--- config.mk ---
export PLATFORM = sky130hd
export DESIGN_NAME = regfile_write_arbiter
export DESIGN_NICKNAME = d
export VERILOG_FILES = /design/src/rtl/regfile_arb_pkg.sv /design/src/rtl/regfile_write_arbiter_rr_priority_pick.sv /design/src/rtl/regfile_write_arbiter.sv
export SDC_FILE = /design/constraint.sdc
export NUM_CORES = 1
export LEC_CHECK = 0
export BUFFER_PORTS_ARGS = -buffer_cell sky130_fd_sc_hd__buf_2
export CORE_ASPECT_RATIO = 0.9
export CORE_MARGIN = 1.5
export CORE_UTILIZATION = 50
export DETAILED_ROUTE_END_ITERATION = 10
export PLACE_DENSITY = 0.82
export SLEW_MARGIN = 20
export SYNTH_ARGS = -nofsm -noshare
export SYNTH_HDL_FRONTEND = slang
export SYNTH_SLANG_ARGS = --single-unit
export TNS_END_PERCENT = 100
--- constraint.sdc ---
create_clock -name clk -period 3.9 [get_ports clk]
set_input_delay 0.78 -clock clk [delete_from_list [all_inputs] [get_ports clk]]
set_output_delay 0.78 -clock clk [all_outputs]
set_load 0.01 [all_outputs]
--- src/rtl/regfile_arb_pkg.sv ---
`default_nettype none
// ============================================================================
// Module   : regfile_arb_pkg
// Brief    : Shared constants, FSM state type and index-width helper for the
//            register-file write arbiter.
// Revision : 1.0
// ============================================================================
package regfile_arb_pkg;

    localparam int NUM_REGS   = 8;
    localparam int REG_ADDR_W = 3;

    typedef enum logic [0:0] {
        ARB   = 1'b0,
        BURST = 1'b1
    } arb_state_t;

    // Width of an unpacked requester index; never less than one bit.
    function automatic int idx_width(input int n);
        return (n > 1) ? $clog2(n) : 1;
    endfunction

endpackage
`default_nettype wire

--- src/rtl/regfile_write_arbiter_rr_priority_pick.sv ---
`default_nettype none
// ============================================================================
// Module   : rr_priority_pick
// Brief    : Combinational round-robin pick: first set request searching from
//            last+1 (mod N), returned as one-hot grant and binary index.
// Revision : 1.0
// ============================================================================
module rr_priority_pick #(
    parameter int N  = 4,
    parameter int IW = 2
) (
    input  logic [N-1:0]  req,
    input  logic [IW-1:0] last,
    output logic [N-1:0]  grant,
    output logic [IW-1:0] idx,
    output logic          any
);

    logic [IW-1:0] w_j;

    // The owner at 'last' is reached on the final iteration, so it has lowest priority.
    always_comb begin
        grant = '0;
        idx   = '0;
        any   = 1'b0;
        w_j   = '0;
        for (int k = 1; k <= N; k++) begin
            w_j = IW'((int'(last) + k) % N);
            if (!any && req[w_j]) begin
                grant[w_j] = 1'b1;
                idx        = w_j;
                any        = 1'b1;
            end
        end
    end

endmodule
`default_nettype wire

--- src/rtl/regfile_write_arbiter.sv ---
`default_nettype none
// ============================================================================
// Module   : regfile_write_arbiter
// Brief    : Round-robin arbiter with lockable bursts sharing one register-file
//            write port; registered output stage. Option: ZERO_REG_PROTECT_EN.
// Revision : 1.0
// ============================================================================
module regfile_write_arbiter
    import regfile_arb_pkg::*;
#(
    parameter int NUM_REQ   = 4,
    parameter int ADDR_W    = REG_ADDR_W,
    parameter int DATA_W    = 8,
    parameter int MAX_BURST = 4
) (
    input  logic                        clk,
    input  logic                        rst_n,
    input  logic [NUM_REQ-1:0]          req_valid,
    input  logic [NUM_REQ-1:0]          req_lock,
    input  logic [NUM_REQ*ADDR_W-1:0]   req_addr,
    input  logic [NUM_REQ*DATA_W-1:0]   req_data,
    output logic [NUM_REQ-1:0]          req_ready,
    input  logic                        wr_stall,
    output logic                        wr_enable,
    output logic [ADDR_W-1:0]           wr_sel,
    output logic [DATA_W-1:0]           wr_data,
    output logic [$clog2(NUM_REQ)-1:0]  grant_id
);

    localparam int c_IW = idx_width(NUM_REQ);

    arb_state_t        r_state, w_state_nxt;
    logic [c_IW-1:0]   r_last, w_last_nxt;
    logic [3:0]        r_cnt, w_cnt_nxt, w_cnt_inc;

    logic [NUM_REQ-1:0] w_pick_req, w_grant, w_owner_mask;
    logic [c_IW-1:0]    w_idx;
    logic               w_any, w_xfer, w_lock, w_wr_ok;
    logic [ADDR_W-1:0]  w_addr;
    logic [DATA_W-1:0]  w_data;

    // During a burst only the owner may be picked; the picker reaches it last.
    assign w_owner_mask = NUM_REQ'(1) << r_last;
    assign w_pick_req   = (r_state == BURST) ? (req_valid & w_owner_mask) : req_valid;

    rr_priority_pick #(
        .N  (NUM_REQ),
        .IW (c_IW)
    ) u_pick (
        .req   (w_pick_req),
        .last  (r_last),
        .grant (w_grant),
        .idx   (w_idx),
        .any   (w_any)
    );

    assign req_ready = (rst_n && !wr_stall && w_any) ? w_grant : '0;
    assign w_xfer    = |(req_valid & req_ready);
    assign w_lock    = req_lock[w_idx];
    assign w_addr    = req_addr[w_idx*ADDR_W +: ADDR_W];
    assign w_data    = req_data[w_idx*DATA_W +: DATA_W];
    assign w_cnt_inc = r_cnt + 4'd1;

`ifdef ZERO_REG_PROTECT_EN
    assign w_wr_ok = (w_addr != '0);
`else
    assign w_wr_ok = 1'b1;
`endif

    always_ff @(posedge clk or negedge rst_n) begin
        if (!rst_n) begin
            r_state <= ARB;
            r_last  <= c_IW'(NUM_REQ - 1);
            r_cnt   <= '0;
        end else begin
            r_state <= w_state_nxt;
            r_last  <= w_last_nxt;
            r_cnt   <= w_cnt_nxt;
        end
    end

    always_comb begin
        w_state_nxt = r_state;
        w_last_nxt  = r_last;
        w_cnt_nxt   = r_cnt;
        if (!wr_stall) begin
            case (r_state)
                ARB: begin
                    if (w_xfer) begin
                        w_last_nxt = w_idx;
                        if (w_lock && (MAX_BURST > 1)) begin
                            w_state_nxt = BURST;
                            w_cnt_nxt   = 4'd1;
                        end
                    end
                end
                BURST: begin
                    // Without stall, no transfer here means the owner dropped valid.
                    if (w_xfer && w_lock && (32'(w_cnt_inc) < MAX_BURST)) begin
                        w_cnt_nxt = w_cnt_inc;
                    end else begin
                        w_state_nxt = ARB;
                        w_cnt_nxt   = '0;
                    end
                end
                default: begin
                    w_state_nxt = ARB;
                    w_cnt_nxt   = '0;
                end
            endcase
        end
    end

    always_ff @(posedge clk or negedge rst_n) begin
        if (!rst_n) begin
            wr_enable <= 1'b0;
            wr_sel    <= '0;
            wr_data   <= '0;
            grant_id  <= '0;
        end else begin
            wr_enable <= w_xfer && w_wr_ok;
            if (w_xfer) begin
                wr_sel   <= w_addr;
                wr_data  <= w_data;
                grant_id <= w_idx;
            end
        end
    end

endmodule
`default_nettype wire

After elaboration in Yosys (flattened, before gate mapping)
Cells that the tools add are included.
W data, S select, Z words.
- add/sub/neg operators: 5
- multiply operators: 1
- $lt $le $gt $ge: 10
- equality and inequality tests: 2
- shift-type cells: 3
- multiplexer cells: 40
- bitwise logic cells: 7
- reduce and logical (&&, ||, !) cells: 18
- operators by type and width (kind ; number):
    $mux W4 ; 9
    $shiftx A32 B6 Y8 ; 1
    $mux W1 ; 16
    $lt A2 B3 Y1 const B ; 5
    $or A4 B4 Y4 ; 3
    $shiftx A12 B5 Y3 ; 1
    $logic_and A1 B1 Y1 ; 11
    $bmux W1 S2 ; 5
    $and A4 B4 Y4 ; 2
    $demux W1 S2 ; 4
    $ge A2 B1 Y1 const B ; 4
    $mux W2 ; 4
    $pmux W4 S2 ; 1
    $reduce_and A3 Y1 ; 2
    $add A2 B1 Y2 const B ; 2
    $add A2 B2 Y2 const B ; 2
    $add A4 B1 Y4 const B ; 1
    $logic_not A1 Y1 ; 4
    $lt A4 B3 Y1 const B ; 1
    $mul A2 B2 Y4 const B ; 1
    $ne A2 B2 Y1 const B ; 2
    $reduce_or A4 Y1 ; 1
    $shl A1 B2 Y4 const A ; 1
    $not A1 Y1 ; 2
    $pmux W1 S2 ; 1
- flip-flop bits (word level): 21
- output and inout port bits: 18
- word-level logic and storage cells: 93

Logic depth before layout (Yosys ltp)
Gate-level depths: netlist (run 1).
- depth after elaboration: 23
- mapped depth: 14

Hierarchy
Synthesis (run 1) repeated with hierarchy kept, for this count alone.
- cell total of the unflattened synthesis: 174
- area, all modules: 1901.8 sq um
- by module, submodules not included (module ; times used ; cells an instance ; area each (sq um) ; sequential area each (sq um)):
    regfile_write_arbiter ; 1 ; 88 ; 1272.5 ; 528.0
    rr_priority_pick ; 1 ; 86 ; 629.4 ; 0.0

Least setup slack after synthesis (run 1)
Ideal clock, no wire load.
- kind: reg-to-output
- from: reg r_last[0]
- to: out req_ready[0]
- arrival time: 2.278 ns
- data required time: 3.120 ns
- path slack: 0.842 ns
- cell stages (with the launch flop): 12
- cells stage by stage: dfstp_2 buf_6 buf_12 inv_1 ha_1 inv_1 a211o_1 and2_1 buf_2 a31oi_1 a21oi_1 nor2_1
- longest elaborated chain between the ends: 17
- ends and longest elaborated chain (element ; line ; source):
    start, declared ; regfile_write_arbiter.sv:33 ; logic [c_IW-1:0] r_last, w_last_nxt;
    start signal, assigned ; regfile_write_arbiter.sv:73 ; r_last <= c_IW'(NUM_REQ - 1);
    start signal, assigned ; regfile_write_arbiter.sv:77 ; r_last <= w_last_nxt;
    branches (longest 16 deep; another with $lt A2 B3 Y1) ; n/a ;
    $mux W4 * ; regfile_write_arbiter.sv:57 ; assign req_ready = (rst_n && !wr_stall && w_any) ? w_grant : '0;
    end, declared ; regfile_write_arbiter.sv:22 ; output logic [NUM_REQ-1:0] req_ready,
Every way passes the cells marked *. The select of a mux whose other input is x is not followed.

Worst setup path after layout (run 1)
- from: reg r_last[1]
- to: out req_ready[2]
The elaborated chain is that of the path after synthesis.

==> parameters.txt, run 1 <==
Parameter                              Value

Drt
  Post-DR wirelength/cell    15.2 µm
  Length of routed wiring on met1    2070 µm
  Remaining DRCs    0
  Amount of wire on met2 after detailed routing    2290 µm
  Vias per inst    5.91
  Iteration-0 DRC Markers    186
  Length of the first detailed-routing pass in iterations    4
  Vias after detailed routing    1,867
  Total length of routed wires    4820 µm
  Final ANT Viol Nets    0
  Highest metal layer used by the detailed router    met4
  Detailed route wirelength on metal3    370 µm

Clock network
  Total clock sinks    21
  Number of levels the H-tree was split into    1
  Clock transition at the registers of the reported paths    0.08 ns
  Inserted Clock Buffers    3
  Clock Latency Late Sink    0.26 ns
  CTS tree    built
  Clock tree root driver cell    clkbuf_8
  Number of setup buffers added after CTS    0
  Post-CTS Hold Fix Bufs    0
  Bufs on Longest Clock Path    2
  Number of gates resized after CTS    0

Timing
  Fin Hold WS    0.493 ns
  Minimum period implied by the final worst setup slack    3.62 ns
  RSZ-0062 raised after global routing    false
  Max Clock Skew    0.00473 ns
  Setup TNS Final    0 ns
  Total of endpoints with negative setup slack in the final report    0
  Final hold vios    0
  Worst setup slack after layout    0.283 ns
  Highest achievable clock rate    0.276 GHz
  Max Transition Viols Final    0
  Final cycle utilization of the critical path    92.7%
  Slew at the pin with the worst max-slew slack    0.662 ns
  Max-slew headroom at the worst pin    55.9%

Yosys
  Mapped Avg Cell Area    10.3 µm²
  Cells after synthesis    199
  Area share of the largest cell type after synthesis    23.3%
  Count leader, synth    mux2i_1
  Total nets after synthesis    263
  Yosys warnings    0
  Fraction of the yosys area taken by sequential cells    25.9%
  Synth cell count leaders    20 x mux2i_1, 19 x a21oi_1, 19 x dfrtp_1
  Area leader, netlist    dfrtp_1
  Count of different cell masters after synthesis    47
  Count of flip-flops with a built-in enable after synthesis    0
  Largest cells by area after synthesis    dfrtp_1 23%, mux2i_1 9.8%, mux2_4 8.8%
  Post-synthesis async set-or-reset flop share    100%
  Primary flip-flop cell chosen by synthesis mapping    dfrtp_1
  Yosys reg bits    21
  Cell area after synthesis    2040 µm²

Critical path
  R2R Path Start    r_last[1]$_DFFE_PN1P_
  Worst reg-to-reg path cell count    10
  Launching element type of the critical path    flop
  Critical path fanouts, max    9
  Critical path data arrival time    2.84 ns
  Capturing point of the worst reg2reg path    wr_data[5]$_DFFE_PN0P_
  CP required    3.12 ns
  R2r setup slk    0.58 ns
  Element type at the critical path end    primary output
  Path type of the worst setup path    flop to primary output

Floorplan
  Width of the die    70.3 µm
  Floorplan row count    21
  Effective utilization at floorplan    53.6%
  Vertical extent of the die    63.6 µm
  Core region area    3810 µm²
  Top Ports    73
  Total die area    4470 µm²

Cells and area
  Number of nets in the finished design    335
  Util after Layout    64.2%
  Fillers    296
  Diode count    0
  Layout overhead on the synthesized area    19.9%
  Share of layout cells above drive strength 1    45.9%

Global routing
  Total grt overflow    0
  Via count of the first global-routing pass    1,849
  Initial antenna violation count    0
  GR Util All Layers    22.5%
  Largest net degree at the start of global routing    27
  First-pass GRT wire length    8200 µm

Place
  Final weighted congestion in routability-driven placement    0.984
  Post-placement setup slack    0.588 ns
  Buffers added on ports    72
  DP HPWL    3830 µm

Worst hold path
  Worst min path class    input port to asynchronous set/reset pin

Power and ir drop
  Total power    2210 µW
  Power per cell area    903 nW/µm²
  Leakage power of the design    0.00116 µW
  Worst voltage drop across the vdd grid    500 µV

Flow run
  Reported max-cap violation count    0

Run status
  Status    finished clean
==> routing by layer <==
layer / track usage (%) / up-vias
met1: 27.8 / 855
met2: 37.0 / 95
li1: - / 906
met3: 6.56 / 11
met5: 0 / -
met4: 8.41 / 0
==> sequential cells by signal (all words and copies together), names as in the netlist <==
name and flops:
wr_data 8, r_cnt 4, wr_sel 3, grant_id 2
r_last 2, r_state 1, wr_enable 1
==> layout by cell type (no fill, tap or decap), types with 3 or more instances in the layout <==
master and count:
a211o_1 4, a211oi_1 4, a21oi_1 19, a21oi_2 3, a31oi_1 3, buf_2 72
buf_4 6, clkbuf_8 3, dfrtp_1 19, ha_1 9, inv_1 3, mux2_2 13
mux2_4 12, mux2i_1 20, nand2_1 8, nand3_1 5, nor2_1 17, o2111ai_1 4
o21ai_0 6
==> cells by family after synthesis <==
group                    count (synthesis)  share of synthesized area, %
multiplexers                            49                          28.3
AO/OA/AOI/OAI                           62                          23.3
AND/OR/NAND/NOR                         43                          11.0
adder cells (fa/ha/maj)                  9                          5.52
XOR/XNOR                                 1                         0.429
flip-flops                              21                          25.9
buffers and inverters                   14                          5.64
==> through the flow <==
stage / instance area, µm² / instances
2_1_floorplan: 2040 / 199
3_3_place_gp: 2400 / 312
3_5_place_dp: 2400 / 312
4_1_cts: 2450 / 316
5_1_grt: 2450 / 316
6_report: 2450 / 316
==> critical path, stage by stage, from the launching register on <==
cell     delay, ns
dfstp_2       0.62
inv_1         0.17
ha_1          0.32
mux2i_2       0.28
a21oi_2       0.16
nor3_1        0.31
o21a_1        0.32
nand2_1       0.09
a21oi_1       0.15
buf_2         0.15
==> final cells by class <==
type                    count  area [µm²]  area share, %
well taps                  46        57.6           2.35
clock inverters             1        5.00          0.205
inverters                   3        11.3          0.460
multi-input cells         164        1400           57.1
repair buffers             78         405           16.6
flip-flops and latches     21         528           21.6
clock buffers               3        41.3           1.69
==> power breakdown <==
part / leakage [µW] / internal (µW) / total, µW / switching, µW
Combinational: 0.000882 / 769 / 1650 / 883
Sequential: 0.000251 / 326 / 414 / 88.2
Clock: 0.0000255 / 71.2 / 143 / 71.9
Total: 0.00116 / 1170 / 2210 / 1040
==> worst max-delay path by stage <==
stage	from	end	depth (start not counted)
2_1_floorplan	r_last[0]$_DFFE_PN1P_	req_ready[0]	11
3_5_place_dp	r_last[1]$_DFFE_PN1P_	wr_data[0]$_DFFE_PN0P_	9
3_3_place_gp	r_last[1]$_DFFE_PN1P_	wr_data[5]$_DFFE_PN0P_	9
4_1_cts	r_last[1]$_DFFE_PN1P_	req_ready[2]	9
5_1_grt	r_last[1]$_DFFE_PN1P_	req_ready[0]	9
6_report	r_last[1]$_DFFE_PN1P_	req_ready[2]	9
Power figures use the tool's default switching activity.
==> run 2, diff against run 1 <==
- CORE_UTILIZATION: 50 -> 39
- GPL_TIMING_DRIVEN: not set -> 0
- PLACE_DENSITY: 0.82 -> 0.67
==> run 2 against run 1 <==
Effect of this change: final cell count up 7.6%; global-route usage shrank 3.9 points; combinational power up 8%; die area rose by 27%; critical path type unchanged; critical endpoint unchanged; non-clock buffer count is 5 higher; sequential power fell by 5%; routed wire length up 5.2%; design area increased by 3.5%; critical path depth grew 2; sequential share of layout area fell by 0.74 points; count of clock-buffer cells in the layout is the same.
==> parameters.txt, run 2 (synthesis results as in run 1) <==
Parameter                              Value

Cells and area
  Fillers    454 (+53%)
  Max FFs per register    8 (unchanged)
  Largest registers in the final layout    wr_data x8, r_cnt x4, wr_sel x3
  Layout overhead on the synthesized area    24.1%
  Number of nets in the finished design    340 (+1.5%)
  Final non-filler cell total    340 (+7.6%)
  Register ranked first by flip-flop count    wr_data
  Multi-input logic area    1400 µm² (+0.27%)
  Diode count    0 (unchanged)
  Commonest cells after routing, fill and taps aside    76 x buf_2, 19 x mux2i_1, 19 x a21oi_1, 19 x dfrtp_1, 17 x nor2_1
  Most common cell after layout, fill and taps aside    buf_2
  Share of layout cells above drive strength 1    47.3% (+1.3 points)
  Register cell area after layout    528 µm² (unchanged)

Run status
  Status    finished clean

Clock network
  Number of setup buffers added after CTS    0 (unchanged)
  Clock Latency Late Sink    0.26 ns (about the same)
  Clock tree root driver cell    clkbuf_8
  Bufs on Longest Clock Path    2 (unchanged)
  Post-CTS Hold Fix Bufs    0 (unchanged)
  Total clock sinks    21 (unchanged)
  Clock transition at the registers of the reported paths    0.08 ns (about the same)
  Number of levels the H-tree was split into    1 (unchanged)
  Inserted Clock Buffers    3 (unchanged)
  CTS tree    built

Drt
  Post-DR wirelength/cell    14.9 µm (-2.2%)
  Length of the first detailed-routing pass in iterations    4 (unchanged)
  Remaining DRCs    0 (unchanged)
  Total length of routed wires    5070 µm (+5.2%)
  Iteration-0 DRC Markers    128 (-31%)
  Vias after detailed routing    1,830 (-2.0%)
  Final ANT Viol Nets    0 (unchanged)
  Vias per inst    5.38 (-8.9%)

Critical path
  Critical path data arrival time    2.89 ns (+0.05 ns)
  Library cell contributing the largest single delay on the critical path    dfstp_2
  Capturing point of the worst reg2reg path    wr_data[6]$_DFFE_PN0P_
  R2R Path Start    r_last[0]$_DFFE_PN1P_
  CP required    3.12 ns (about the same)
  Critical path fanouts, max    10 (+1)
  Element type at the critical path end    primary output
  Path type of the worst setup path    flop to primary output
  Worst reg-to-reg path cell count    12 (+2)
  Largest stage delay, worst path    0.61 ns (about the same)
  Worst path cell trace    buf_6 -> buf_12 -> inv_1 -> ha_1 -> mux2i_2 -> a21oi_2 -> nor3_1 -> o21a_1 -> nand2_1 -> a21oi_1 -> buf_2
  Launching element type of the critical path    flop
  R2r setup slk    0.45 ns (-0.13 ns)

Timing
  RSZ-0062 raised after global routing    false
  Highest achievable clock rate    0.272 GHz (-1.5%)
  Max Transition Viols Final    0 (unchanged)
  Final cycle utilization of the critical path    94.1% (+1.4 points)
  Setup TNS Final    0 ns (unchanged)
  Max Clock Skew    0.00365 ns (-0.00108 ns)
  Final hold vios    0 (unchanged)
  Total of endpoints with negative setup slack in the final report    0 (unchanged)
  Slew at the pin with the worst max-slew slack    0.635 ns (-0.0270 ns)
  Max-slew headroom at the worst pin    57.4% (+1.5 points)
  Minimum period implied by the final worst setup slack    3.67 ns (+0.0538 ns)

Place
  Final weighted congestion in routability-driven placement    0.890 (-9.5%)
  DP HPWL    3960 µm (+3.4%)
  # placed instances    336 (+7.7%)
  Buffers added on ports    72 (unchanged)

Floorplan
  Width of the die    79.3 µm (+13%)
  Core region area    4950 µm² (+30%)
  Effective utilization at floorplan    41.2% (-12 points)
  Vertical extent of the die    71.6 µm (+13%)
  Total die area    5680 µm² (+27%)
  Floorplan row count    24 (+14%)
  Top Ports    73 (unchanged)

Flow run
  Reported max-cap violation count    0 (unchanged)

Worst hold path
  Worst min path class    input port to asynchronous set/reset pin

Global routing
  Largest net degree at the start of global routing    23 (-15%)
  Total grt overflow    0 (unchanged)
  Via count of the first global-routing pass    1,789 (-3.2%)
  First-pass GRT wire length    8470 µm (+3.2%)
  GR Util All Layers    18.6% (-3.9 points)
  Initial antenna violation count    0 (unchanged)

Power and ir drop
  Leakage power of the design    0.00119 µW (+2.7%)
  Power per cell area    916 nW/µm² (+1.4%)
  Worst voltage drop across the vdd grid    403 µV (-19%)
run 2: final cells by class:
type	instances	share of cell area (%)
Timing Repair Buffer	72	14.2
Buffer	11	4.10
Tap cell	65	3.21
Multi-Input combinational cell	164	55.3
Clock inverter	1	0.198
Inverter	3	0.445
Clock buffer	3	1.63
Sequential cell	21	20.8
run 2: timing repair:
item	in CTS	in global routing
setup endpoints to repair	0	2
endpoints found under the hold margin	0	0
gates resized for setup	0	1
run 2: through the flow:
stage,utilization (%),worst slack [ns],power (µW),instance area [µm²],hold WS (ns)
floorplan,-,0.842,1780,2040,0.484
global placement,50.1,0.492,2160,2480,0.488
detailed placement,50.1,0.494,2180,2480,0.488
CTS,51.0,0.224,2330,2530,0.484
global route,51.1,0.00444,2520,2530,0.505
finish,51.1,0.229,2320,2530,0.469
run 2: power breakdown:
group / internal [µW] / switching, µW / total [µW]
Clock: 71.1 / 71.2 / 142
Sequential: 326 / 69.6 / 395
Combinational: 844 / 937 / 1780
Total: 1240 / 1080 / 2320
run 2: critical path: cells and delay by family, from the launching register on:
kind | cells | cell delay (ns)
AOI/OAI and AO/OA | 3 | 0.59
adders and majority gates | 1 | 0.29
buffers and inverters | 4 | 0.52
DFF | 1 | 0.61
muxes | 1 | 0.28
and+or+nand+nor | 2 | 0.34
run 2: layer usage:
| layer | up-vias | wire (µm) | share of wire (%) | track usage, % |
|---|---|---|---|---|
| met4 | 0 | 87 | 1.7 | 4.48 |
| li1 | 909 | - | - | - |
| met2 | 52 | 2470 | 49 | 31.1 |
| met1 | 861 | 2290 | 45 | 25.3 |
| met3 | 8 | 217 | 4.3 | 2.93 |
| met5 | - | 0 | 0 | 0 |
run 2: how the worst max path moves through the flow:
stage / from / endpoint / slack, ns / cells past startpoint
after global placement: r_last[0]$_DFFE_PN1P_ / grant_id[0]$_DFFE_PN0P_ / 0.49 / 12
after global routing: r_last[0]$_DFFE_PN1P_ / req_ready[1] / 0.004 / 11
final: r_last[0]$_DFFE_PN1P_ / req_ready[2] / 0.23 / 11
after floorplan: r_last[0]$_DFFE_PN1P_ / req_ready[0] / 0.84 / 11
after CTS: r_last[0]$_DFFE_PN1P_ / req_ready[2] / 0.22 / 11
after detailed placement: r_last[0]$_DFFE_PN1P_ / wr_sel[1]$_DFFE_PN0P_ / 0.49 / 12
